[src/rtl/mem_bus_arb.sv]
// Round-robin arbiter sharing one memory bus between instruction fetch and load/store.
// An in-order tracker routes bus responses back to their source and silently drops flushed fetches.
module mem_bus_arb #(
  parameter int OST_DEPTH = 2
) (
  input  logic        clk,
  input  logic        rst_n,

  input  logic        fch_req_vld,
  output logic        fch_req_rdy,
  input  logic [31:0] fch_req_pc,
  output logic        fch_rsp_vld,
  input  logic        fch_rsp_rdy,
  output logic [31:0] fch_rsp_ir,
  input  logic        fl_vld,

  input  logic        ldst_req_vld,
  output logic        ldst_req_rdy,
  input  logic [31:0] ldst_req_addr,
  input  logic        ldst_req_st,
  input  logic [31:0] ldst_req_data,
  input  logic [3:0]  ldst_req_strobe,
  output logic        ldst_rsp_vld,
  input  logic        ldst_rsp_rdy,
  output logic [31:0] ldst_rsp_data,
  output logic        ldst_rsp_ok,

  output logic        bus_req_vld,
  input  logic        bus_req_rdy,
  output logic [31:0] bus_req_addr,
  output logic        bus_req_st,
  output logic [31:0] bus_req_data,
  output logic [3:0]  bus_req_strobe,
  input  logic        bus_rsp_vld,
  output logic        bus_rsp_rdy,
  input  logic [31:0] bus_rsp_data,
  input  logic        bus_rsp_ok
);

  localparam int PW = $clog2(OST_DEPTH);
  localparam int CW = $clog2(OST_DEPTH) + 1;
  localparam logic SRC_FCH  = 1'b0;
  localparam logic SRC_LDST = 1'b1;

  // Tracker storage: one source bit and one drop bit per outstanding transaction.
  logic [OST_DEPTH-1:0] r_src;
  logic [OST_DEPTH-1:0] r_drop;
  logic [OST_DEPTH-1:0] w_src_next;
  logic [OST_DEPTH-1:0] w_drop_next;
  logic [PW-1:0]        r_wptr;
  logic [PW-1:0]        r_rptr;
  logic [CW-1:0]        r_count;

  logic r_lock;
  logic r_lock_src;
  logic r_last;
  logic r_drop_lock;

  logic w_full;
  logic w_empty;
  logic w_fch_elig;
  logic w_gnt_src;
  logic w_gnt_vld;
  logic w_push;
  logic w_pop;
  logic w_push_drop;
  logic w_head_src;
  logic w_head_drop;

  assign w_full      = (r_count == CW'(OST_DEPTH));
  assign w_empty     = (r_count == '0);
  assign w_fch_elig  = fch_req_vld && !fl_vld;
  assign w_push      = bus_req_vld && bus_req_rdy;
  assign w_pop       = bus_rsp_vld && bus_rsp_rdy;
  assign w_head_src  = r_src[r_rptr];
  assign w_head_drop = r_drop[r_rptr];
  // A fetch pushed during a flush, or one that was locked when a flush hit, is born dropped.
  assign w_push_drop = (w_gnt_src == SRC_FCH) && (fl_vld || r_drop_lock);

  // Grant selection depends only on registered state and source valids, never on bus_req_rdy.
  always_comb begin
    w_gnt_src = SRC_FCH;
    w_gnt_vld = 1'b0;
    if (!w_full) begin
      if (r_lock) begin
        w_gnt_src = r_lock_src;
        w_gnt_vld = (r_lock_src == SRC_LDST) ? ldst_req_vld : fch_req_vld;
      end else if (w_fch_elig && ldst_req_vld) begin
        w_gnt_src = ~r_last;
        w_gnt_vld = 1'b1;
      end else if (w_fch_elig) begin
        w_gnt_src = SRC_FCH;
        w_gnt_vld = 1'b1;
      end else if (ldst_req_vld) begin
        w_gnt_src = SRC_LDST;
        w_gnt_vld = 1'b1;
      end
    end
  end

  always_comb begin
    bus_req_vld    = w_gnt_vld;
    bus_req_addr   = 32'h0;
    bus_req_st     = 1'b0;
    bus_req_data   = 32'h0;
    bus_req_strobe = 4'h0;
    fch_req_rdy    = 1'b0;
    ldst_req_rdy   = 1'b0;
    if (w_gnt_vld) begin
      if (w_gnt_src == SRC_LDST) begin
        bus_req_addr   = ldst_req_addr;
        bus_req_st     = ldst_req_st;
        bus_req_data   = ldst_req_data;
        bus_req_strobe = ldst_req_strobe;
        ldst_req_rdy   = bus_req_rdy;
      end else begin
        bus_req_addr   = fch_req_pc;
        bus_req_strobe = 4'hF;
        fch_req_rdy    = bus_req_rdy;
      end
    end
  end

  always_comb begin
    fch_rsp_vld   = 1'b0;
    fch_rsp_ir    = 32'h0;
    ldst_rsp_vld  = 1'b0;
    ldst_rsp_data = 32'h0;
    ldst_rsp_ok   = 1'b0;
    bus_rsp_rdy   = 1'b0;
    if (!w_empty) begin
      if (w_head_drop) begin
        bus_rsp_rdy = 1'b1;
      end else if (w_head_src == SRC_FCH) begin
        fch_rsp_vld = bus_rsp_vld;
        fch_rsp_ir  = bus_rsp_data;
        bus_rsp_rdy = fch_rsp_rdy;
      end else begin
        ldst_rsp_vld  = bus_rsp_vld;
        ldst_rsp_data = bus_rsp_data;
        ldst_rsp_ok   = bus_rsp_ok;
        bus_rsp_rdy   = ldst_rsp_rdy;
      end
    end
  end

  // Per-entry update: a push overwrites the slot, otherwise a flush marks fetch slots dropped.
  for (genvar gi = 0; gi < OST_DEPTH; gi++) begin : g_entry
    logic w_hit;
    assign w_hit = w_push && (r_wptr == PW'(gi));
    assign w_src_next[gi]  = w_hit ? w_gnt_src : r_src[gi];
    assign w_drop_next[gi] = w_hit ? w_push_drop
                           : (r_drop[gi] || (fl_vld && (r_src[gi] == SRC_FCH)));
  end

  always_ff @(posedge clk or negedge rst_n) begin
    if (!rst_n) begin
      r_src   <= '0;
      r_drop  <= '0;
      r_wptr  <= '0;
      r_rptr  <= '0;
      r_count <= '0;
    end else begin
      r_src  <= w_src_next;
      r_drop <= w_drop_next;
      if (w_push) r_wptr <= r_wptr + 1'b1;
      if (w_pop)  r_rptr <= r_rptr + 1'b1;
      case ({w_push, w_pop})
        2'b10:   r_count <= r_count + 1'b1;
        2'b01:   r_count <= r_count - 1'b1;
        default: r_count <= r_count;
      endcase
    end
  end

  always_ff @(posedge clk or negedge rst_n) begin
    if (!rst_n) begin
      r_lock      <= 1'b0;
      r_lock_src  <= SRC_FCH;
      r_last      <= SRC_LDST;
      r_drop_lock <= 1'b0;
    end else begin
      if (w_push) begin
        r_lock <= 1'b0;
        r_last <= w_gnt_src;
      end else if (bus_req_vld && !bus_req_rdy) begin
        r_lock     <= 1'b1;
        r_lock_src <= w_gnt_src;
      end
      if (w_push && (w_gnt_src == SRC_FCH)) begin
        r_drop_lock <= 1'b0;
      end else if (fl_vld && r_lock && (r_lock_src == SRC_FCH)) begin
        r_drop_lock <= 1'b1;
      end
    end
  end

  a_rsp_when_empty: assert property (@(posedge clk) disable iff (!rst_n)
    !(bus_rsp_vld && w_empty))
    else $error("bus response with no outstanding transaction");

endmodule

[config.mk]
export PLATFORM = sky130hd
export DESIGN_NAME = mem_bus_arb
export DESIGN_NICKNAME = d
export VERILOG_FILES = /design/src/rtl/mem_bus_arb.sv
export SDC_FILE = /design/constraint.sdc
export NUM_CORES = 1
export LEC_CHECK = 0
export CORE_AREA = 2 2 110 112
export CTS_CLUSTER_DIAMETER = 80
export CTS_CLUSTER_SIZE = 12
export DETAILED_ROUTE_END_ITERATION = 16
export DIE_AREA = 0 0 112 114
export GPL_TIMING_DRIVEN = 0
export SYNTH_ARGS = -nofsm -noshare
export SYNTH_HDL_FRONTEND = slang
export SYNTH_SLANG_ARGS = --single-unit
[constraint.sdc]
create_clock -name clk -period 2.2 [get_ports clk]
set_input_delay 0.44 -clock clk [delete_from_list [all_inputs] [get_ports clk]]
set_output_delay 0.44 -clock clk [all_outputs]
set_load 0.05 [all_outputs]
==> metrics.txt <==
outcome=finished, violations left; failing checks=negative setup slack; DRC violations left=0; most used cell along the critical path=sky130_fd_sc_hd__buf_6; Seq pwr share=3.8%; GR Util All Layers=16.9%; Core Footprint=11,700 sq um; static power due to leakage=3.36 nW; vias per cell=4.34; final hold slack=491 ps; Row Count=40; critical path launch point type=flop; largest fanout of any net on the critical path=5; Power per Cell Area=1520 nW/um^2; fraction of layout instances using a drive strength above 1=70.1%; Worst Min Path Start=r_wptr; final standard cell count with taps included and fillers excluded=795; type of the worst setup path=flop to primary output; critical register-to-register path startpoint=r_rptr; Die H=114 microns; proportion of netlist area held by the largest area contributor=32.2%; CTS clock-pin slew for the worst setup and hold paths=40 ps; EDFF count, synth=0; critical path arrival=1990 ps; cell type with the largest total area after synthesis=sky130_fd_sc_hd__and2_1; cell-by-cell trace of the critical path=nor2b_2 -> or3_4 -> nor3_4 -> buf_6 -> buf_6 -> and2_4 -> buf_8; setup_tns=-20,230 ps; clock tree from TritonCTS=yes; clock buffers created by TritonCTS=3; area of the mapped netlist=1900 sq um; worst ir drop on vdd=1140 uV; worst min-delay path category=flop to flop; number of design-rule violations left by the first detailed-router iteration=70; Tightest Pin Transition=548 ps; cell types with the largest area share after synthesis=sky130_fd_sc_hd__and2_1 (32%), sky130_fd_sc_hd__dfrtp_1 (14%), sky130_fd_sc_hd__nand2_1 (13%); number of global-route vias before repair=3,488; worst setup slack after layout=-232 ps; worst-case headroom to the max-slew limit=63.1%; final core utilization=65.4%; unrepaired setup endpoints after global routing=true; final-stage net count=793; Internal Pwr Total=5.64 mW; placed instance count=724; starting density of the core=16.2%; Pins Over Slew Limit=0; total placed instance area=5300 sq um; fin crit period=2430 ps; post-route clock skew=4.20 ps; Final Cell Area=7660 sq um; Post-synth top flop=sky130_fd_sc_hd__dfrtp_1; proportion of register bits with asynchronous set or reset after synthesis=100%; number of setup violations in the final report=133; number of routed nets with antenna violations=0; max-capacitance violation count=0; commonest cells in the netlist=sky130_fd_sc_hd__and2_1 (98), sky130_fd_sc_hd__nand2_1 (66), sky130_fd_sc_hd__a21oi_1 (38); overall power of the completed layout=11.6 mW; router iterations before antenna repair=3; half-perimeter wire length after placement=8670 microns; Warnings, synthesis=0; gate count of the mapped netlist=295; largest incremental delay on the critical path=400 ps; number of antenna repair diodes=0; Cell variety after synth=30; CTS sink cnt=12; leading cell type by number of instances after synthesis=sky130_fd_sc_hd__and2_1; routed via count=3,454; crit path max-delay cell type=sky130_fd_sc_hd__or3_4; CP endpoint kind=primary output; Final Hold Violating Endpoints=0; total global routing overflow=0; Die Wd=112 microns; layout-stage area growth over the synthesis result=302%; fraction of power spent switching nets=51.6%; CP Data Required Time=1760 ps; input/output buffers=282; Bufs on Longest Clock Path=2; latest clock arrival within the worst-skew pair=240 ps; largest net degree at the start of global routing=13; number of register bits inferred by synthesis=12; H-tree level count=1; final weighted congestion in routability-driven placement=0.798; Post-Place Worst Slack=-1520 ps; fraction of power consumed by the clock network=3.2%; boundary pin count=283; total die area=12,800 sq um; global-route wire length before repair=17,600 microns; Wirelength per Cell=16.3 microns; antenna violations before repair=0; Net Count, Synth=439; power spent charging and discharging nets=6.00 mW; aggregate routed wire length=13,000 microns; Post-CTS Hold Buffers=0; mean instance size in the synthesized netlist=6.45 sq um; highest clock rate=0.411 GHz; clock root buffer=sky130_fd_sc_hd__clkbuf_16; register-to-register setup slack=0 ps; Final period util=111%; Critical path origin=r_lock; Gate power share=93.0%; share of synthesized area occupied by flip-flops and latches=15.8%
==> critical path, delay by kind of cell (launching register included) <==
family	cells	cell delay, ps
flip-flops	1	390
buffers and inverters	3	430
AND/OR/NAND/NOR	4	920
==> layer usage <==
metal | up-vias | GRT usage, % | wire, microns
met5 | - | 0 | 0
met4 | 0 | 2.76 | 108
met3 | 9 | 5.15 | 1090
met2 | 175 | 33.1 | 7340
met1 | 1619 | 18.1 | 4420
li1 | 1651 | - | -
==> final timing paths <==
kind                               endpoint  cells past startpoint
setup / recovery           bus_req_data[26]                      7
hold / removal                       r_wptr                      1
setup reg to reg                 r_count[1]                      8
hold reg to reg                      r_wptr                      1
max in group asynchronous            r_rptr                      1
min in group asynchronous        r_lock_src                      1
==> cells in the final DEF, fill, tap and decap left out, types with 8 or more instances in the layout <==
cell,n
sky130_fd_sc_hd__nand2_1,9
sky130_fd_sc_hd__nand2_2,13
sky130_fd_sc_hd__buf_4,24
sky130_fd_sc_hd__buf_8,116
sky130_fd_sc_hd__dfrtp_1,10
sky130_fd_sc_hd__nand2_4,44
sky130_fd_sc_hd__clkbuf_16,8
sky130_fd_sc_hd__buf_6,74
sky130_fd_sc_hd__and2_4,95
sky130_fd_sc_hd__a21oi_4,31
sky130_fd_sc_hd__clkdlybuf4s50_1,139
==> power by group through the flow <==
stage / clock network (mW) / logic (mW) / registers [mW]
after floorplan: 0 / 4.92 / 0.413
after global placement: 0 / 6.94 / 0.431
after global routing: 0.390 / 11.3 / 0.455
after CTS: 0.383 / 9.42 / 0.437
after detailed placement: 0 / 7.00 / 0.432
final: 0.373 / 10.8 / 0.443
==> cells by family (layout without fill, tap and decap cells) <==
kind of cell,count (synthesis),after routing,synth area share (%)
AND/OR/NAND/NOR,194,195,54.8
AO/OA/AOI/OAI,44,44,12.9
buffers and inverters,31,383,9.20
flip-flops,12,12,15.8
multiplexers,8,8,4.27
XOR/XNOR,5,5,2.30
adder cells (fa/ha/maj),1,1,0.657
==> flip-flops by register name, summed over array words and instances (netlist names) <==
name	cells
r_count	2
r_drop	2
r_src	2
r_drop_lock	1
r_last	1
r_lock	1
r_lock_src	1
r_rptr	1
r_wptr	1
==> final cells by class <==
class	count	area, sq um
multi-input combinational	253	2570
tap	147	184
buffer	19	287
fill	926	4050
sequential	12	303
clock buffer	4	88.8
timing repair buffer	352	4200
inverter	8	30.0
==> timing repair <==
action                                  CTS  global route
setup endpoints to repair               143           138
gates resized for setup                1212           228
endpoints found under the hold margin     0             0
cloned                                   13             7
pin swaps                               102            67
setup buffers                            31            23
No activity file was read; power rests on OpenSTA's default activity.
